$ cat src/rtl/req_rr_arbiter_pkg.sv
// Shared types for the round-robin request arbiter.
//   req_pkt_type : FIFO head / issue packet; .req marks a valid head
//   arb_state_t  : arbiter FSM states
//   DEF_NUM_PORTS: default number of requesting FIFOs
package req_rr_arbiter_pkg;

  localparam int DEF_NUM_PORTS = 4;

  typedef struct packed {
    logic        req;
    logic [3:0]  op;
    logic [15:0] data;
  } req_pkt_type;

  typedef enum logic [1:0] {
    IDLE,
    POP,
    ISSUE
  } arb_state_t;

endpackage

$ cat src/rtl/rr_pick.sv
// Combinational round-robin pick.
//   eligible   in  : one bit per port, 1 = port has a valid head
//   last_grant in  : most recently granted port; search starts one above it
//   grant_vld  out : some port is eligible
//   grant_idx  out : first eligible port at last_grant+1, +2, ... mod NUM_PORTS
module rr_pick #(
  parameter int NUM_PORTS = 4,
  parameter int PORT_W    = $clog2(NUM_PORTS)
) (
  input  logic [NUM_PORTS-1:0] eligible,
  input  logic [PORT_W-1:0]    last_grant,
  output logic                 grant_vld,
  output logic [PORT_W-1:0]    grant_idx
);

  logic [PORT_W-1:0] idx;

  // Walk the ring starting just past the last winner; k == NUM_PORTS lands
  // back on last_grant itself so a lone requester keeps winning.
  always_comb begin
    grant_vld = 1'b0;
    grant_idx = '0;
    idx       = '0;
    for (int k = 1; k <= NUM_PORTS; k++) begin
      idx = PORT_W'((int'(last_grant) + k) % NUM_PORTS);
      if (!grant_vld && eligible[idx]) begin
        grant_vld = 1'b1;
        grant_idx = idx;
      end
    end
  end

endmodule

$ cat src/rtl/req_rr_arbiter.sv
// Round-robin scheduler sharing one execution unit among NUM_PORTS FIFOs.
//   clk, rst_b   : clock, synchronous active-low reset
//   head_req     : FIFO head packets, valid when .req == 1
//   fifo_read    : registered one-hot pop pulse to the granted FIFO
//   issue_req    : registered packet to the execution unit
//   issue_port   : source port of issue_req
//   issue_valid  : issue_req valid; held until issue_ready
//   issue_ready  : execution unit accepts issue_req
//   resp_done    : execution unit completed one request (returns a credit)
//   credits      : free credits
//   err_credit   : sticky, resp_done arrived with all credits free
// Flow per packet: IDLE (grant, latch head) -> POP (FIFO pops) -> ISSUE
// (wait for ready). The POP cycle guarantees the FIFO head has advanced
// before the next IDLE decision, so a FIFO is never popped twice for one head.
module req_rr_arbiter
  import req_rr_arbiter_pkg::*;
#(
  parameter int NUM_PORTS = DEF_NUM_PORTS,
  parameter int CREDITS   = 2,
  parameter int PORT_W    = $clog2(NUM_PORTS),
  parameter int CRED_W    = $clog2(CREDITS + 1)
) (
  input  logic                          clk,
  input  logic                          rst_b,
  input  req_pkt_type [NUM_PORTS-1:0]   head_req,
  output logic [NUM_PORTS-1:0]          fifo_read,
  output req_pkt_type                   issue_req,
  output logic [PORT_W-1:0]             issue_port,
  output logic                          issue_valid,
  input  logic                          issue_ready,
  input  logic                          resp_done,
  output logic [CRED_W-1:0]             credits,
  output logic                          err_credit
);

  arb_state_t           state;
  logic [PORT_W-1:0]    last_grant;
  logic [NUM_PORTS-1:0] eligible;
  logic                 grant_vld;
  logic [PORT_W-1:0]    grant_idx;
  logic                 hs;

  always_comb begin
    eligible = '0;
    for (int i = 0; i < NUM_PORTS; i++) eligible[i] = head_req[i].req;
  end

  assign hs = issue_valid && issue_ready;

  rr_pick #(
    .NUM_PORTS (NUM_PORTS),
    .PORT_W    (PORT_W)
  ) u_pick (
    .eligible   (eligible),
    .last_grant (last_grant),
    .grant_vld  (grant_vld),
    .grant_idx  (grant_idx)
  );

  always_ff @(posedge clk) begin
    if (!rst_b) begin
      state       <= IDLE;
      last_grant  <= PORT_W'(NUM_PORTS - 1);
      fifo_read   <= '0;
      issue_req   <= '0;
      issue_port  <= '0;
      issue_valid <= 1'b0;
      credits     <= CRED_W'(CREDITS);
      err_credit  <= 1'b0;
    end else begin
      // A handshake and a response in the same cycle cancel out. A response
      // with every credit already free is a protocol error from downstream.
      unique case ({hs, resp_done})
        2'b10:   credits <= credits - CRED_W'(1);
        2'b01: begin
          if (credits == CRED_W'(CREDITS)) err_credit <= 1'b1;
          else                             credits    <= credits + CRED_W'(1);
        end
        default: ;
      endcase

      unique case (state)
        IDLE: begin
          if (grant_vld && credits != '0) begin
            issue_req  <= head_req[grant_idx];
            issue_port <= grant_idx;
            last_grant <= grant_idx;
            fifo_read  <= NUM_PORTS'(1) << grant_idx;
            state      <= POP;
          end
        end
        POP: begin
          fifo_read   <= '0;
          issue_valid <= 1'b1;
          state       <= ISSUE;
        end
        ISSUE: begin
          if (issue_ready) begin
            issue_valid <= 1'b0;
            issue_req   <= '0;
            state       <= IDLE;
          end
        end
        default: state <= IDLE;
      endcase
    end
  end

endmodule

$ cat config.mk
export PLATFORM = sky130hd
export DESIGN_NAME = req_rr_arbiter
export DESIGN_NICKNAME = d
export VERILOG_FILES = /design/src/rtl/req_rr_arbiter_pkg.sv /design/src/rtl/rr_pick.sv /design/src/rtl/req_rr_arbiter.sv
export SDC_FILE = /design/constraint.sdc
export NUM_CORES = 1
export LEC_CHECK = 0
export ABC_AREA = 0
export CELL_PAD_IN_SITES_DETAIL_PLACEMENT = 0
export CELL_PAD_IN_SITES_GLOBAL_PLACEMENT = 1
export CORE_ASPECT_RATIO = 2
export CORE_MARGIN = 10
export CORE_UTILIZATION = 25
export CTS_BUF_LIST = sky130_fd_sc_hd__clkbuf_4 sky130_fd_sc_hd__clkbuf_8
export CTS_CLUSTER_DIAMETER = 200
export DETAILED_ROUTE_END_ITERATION = 8
export HOLD_SLACK_MARGIN = 0.06
export PLACE_DENSITY = 0.91
export SLEW_MARGIN = 20
export SYNTH_ARGS = -nofsm -noshare
export SYNTH_HDL_FRONTEND = slang
export SYNTH_SLANG_ARGS = --single-unit
$ cat constraint.sdc
create_clock -name clk -period 3.6 [get_ports clk]
set_input_delay 0.36 -clock clk [delete_from_list [all_inputs] [get_ports clk]]
set_output_delay 0.36 -clock clk [all_outputs]
set_load 0.03 [all_outputs]
==> run metrics <==
GPL Wtd Cong=0.745; Layout area overhead=69.9%; Finish-stage setup viols=0; status=complete, no violations; CP arrival=2.64 ns; CORE AREA=7540 µm²; Iteration-0 DRC Markers=69; FF-to-FF End=issue_req[18]$_SDFFE_PN0P_; n_diodes=0; final max-slew violation count=0; Hold WC Path Type=flop to flop; largest driver fanout on the critical path=22; largest net degree at the start of global routing=23; Post-synth EDFFs=0; TritonCTS Buffers=5; postcts setup bufs=0; Synth area leaders=dfxtp_1 37%, mux2_2 12%, a221o_1 10%, o21ai_0 6.8%, nand3_1 5.7%; all-layer global routing usage=13.2%; PortBufs=118; DRC errors left=0; share of layout cells above drive strength 1=12.0%; cts hold-fix bufs=0; Final TNS setup=0 ns; CP required=3.78 ns; ys async rst share=0%; num ports=119; Initial Util=25.4%; Longest Clk Path Bufs=2; most frequent cells in the layout=118 x clkdlybuf4s50_1, 35 x dfxtp_1, 26 x o21ai_0; maxcap violations=0; Final HPWL DP=6290 µm; mapped cell area=1920 µm²; RSZ-0062 raised after global routing=false; maximum VDD drop=0.000179 V; Cell Area, Placed=3170 µm²; Clock Tree Root=clkbuf_8; Synth Instances=222; commonest non-fill, non-tap cell in the layout=clkdlybuf4s50_1; clk slew on worst S/H paths=0.08 ns; antenna-violating nets left=0; Clk Latency, worst-skew pair=0.30 ns; ys flop type=dfxtp_1; post-synthesis area per instance=8.64 µm²; Via-to-Cell Ratio=5.11; Final #Nets=420; Fmax=407 MHz; TritonRoute pass-1 iters=4; post-route design area=3260 µm²; Vias=2180; final hold viol count=0; multi-input logic area=1140 µm²; Hold Path End=issue_valid$_SDFFE_PN0P_; Critical Path Start Type=input pin; total gr overflow=0; CP endpoint kind=flop; Netlist cell types=36; Worst Clk Skew=0.0136 ns; Ys Warns=0; Die Wd=81.9 µm; flop-to-flop setup slack=1.16 ns; CTS H-tree lvls=2; Routed WL=8070 µm; P_leak=1.21 nW; Yosys reg bits=35; clk sinks=35; FF/Latch Area=701 µm²; CP startpoint=head_req[83]; fill count=742; Chip Height=144 µm; per-cell routed wire length=18.9 µm; cell row count=45; CTS tree=done; leading area contributor after synthesis=dfxtp_1; crit share post-route=68.3%; critical hold path startpoint=state[1]$_SDFFE_PN0P_; Final min period=2.46 ns; FF-to-FF path depth=5; Crit Path Category=input pin to flop; vias in the first global route=2358; first-pass GRT wire length=12000 µm; worst-margin pin slew=0.995 ns; syn_nets=310; Die ar.=11800 µm²; Seq/Total Area, Yosys=36.5%; max-slew headroom at the worst pin=33.6%; initial antenna violation count=0; PostCTS Resize Cnt=0; Synth top area share=36.5%; RR Startpoint=last_grant[1]$_SDFFE_PN1P_; hold depth=1; PD cells=470 nW/µm²
power breakdown:
group / internal, mW / switching (mW) / total (mW)
Clock: 0.143 / 0.153 / 0.295
Combinational: 0.342 / 0.373 / 0.715
Sequential: 0.467 / 0.0553 / 0.522
per-stage QoR:
stage	total power, mW	worst slack, ns	utilization [%]	std cells	hold slack, ns
after global placement	1.24	0.508	41.9	419	0.441
final	1.53	1.14	43.2	427	0.476
after floorplan	0.935	1.69	-	222	0.442
after global routing	1.62	1.01	43.2	427	0.502
after detailed placement	1.25	0.836	42.0	419	0.459
after CTS	1.55	1.15	43.2	427	0.479
kinds of logic after synthesis:
| logic type | synth area share [%] |
|---|---|
| xor+xnor | 0.457 |
| compound gates | 28.6 |
| simple gates | 17.0 |
| buf+inv | 5.15 |
| mux | 12.3 |
| flops | 36.5 |
synthesized netlist by cell type (2+ instances only):
library cell	instances
nand3b_1	2
or2_2	2
a22oi_1	2
nor2b_1	2
nand2b_1	3
buf_2	7
a21boi_0	2
a221o_1	20
inv_1	3
or3_1	2
a21oi_1	21
o311a_1	2
nand2_1	12
o21ai_0	26
mux2_2	20
dfxtp_1	35
nor2_1	12
nand3_1	22
and3_4	2
clkbuf_1	9
worst max-delay path by stage:
stage,end,depth (start not counted)
after floorplan,issue_req[3]$_SDFFE_PN0P_,7
after global placement,issue_req[18]$_SDFFE_PN0P_,6
after detailed placement,issue_req[18]$_SDFFE_PN0P_,6
after CTS,issue_req[18]$_SDFFE_PN0P_,6
after global routing,issue_req[18]$_SDFFE_PN0P_,5
final,issue_req[18]$_SDFFE_PN0P_,6
area by class of cell:
type / instances / share of cell area (%)
Inverter: 3 / 0.346
Sequential cell: 35 / 21.5
Multi-Input combinational cell: 166 / 34.9
Clock buffer: 6 / 2.34
Clock inverter: 2 / 0.384
Timing Repair Buffer: 121 / 36.9
Tap cell: 94 / 3.61
flip-flops by register name, indices dropped and copies added, names as in the netlist:
name and count:
issue_req 21, fifo_read 4, credits 2, issue_port 2, last_grant 2, state 2, err_credit 1, issue_valid 1
worst max-delay path, stage by stage:
cell and delay [ns]:
clkdlybuf4s50_1 0.48, a21boi_0 0.20, o21ba_2 0.27, nor2_4 0.57
mux2_2 0.41, a221o_1 0.34
metal layers:
metal  wire length, µm  track usage (%)
met1              2740             12.7
met4               236             5.95
met5                 0                0
met3               678             4.76
met2              4420             23.9
Note: power is estimated with default switching activity, not from simulation.
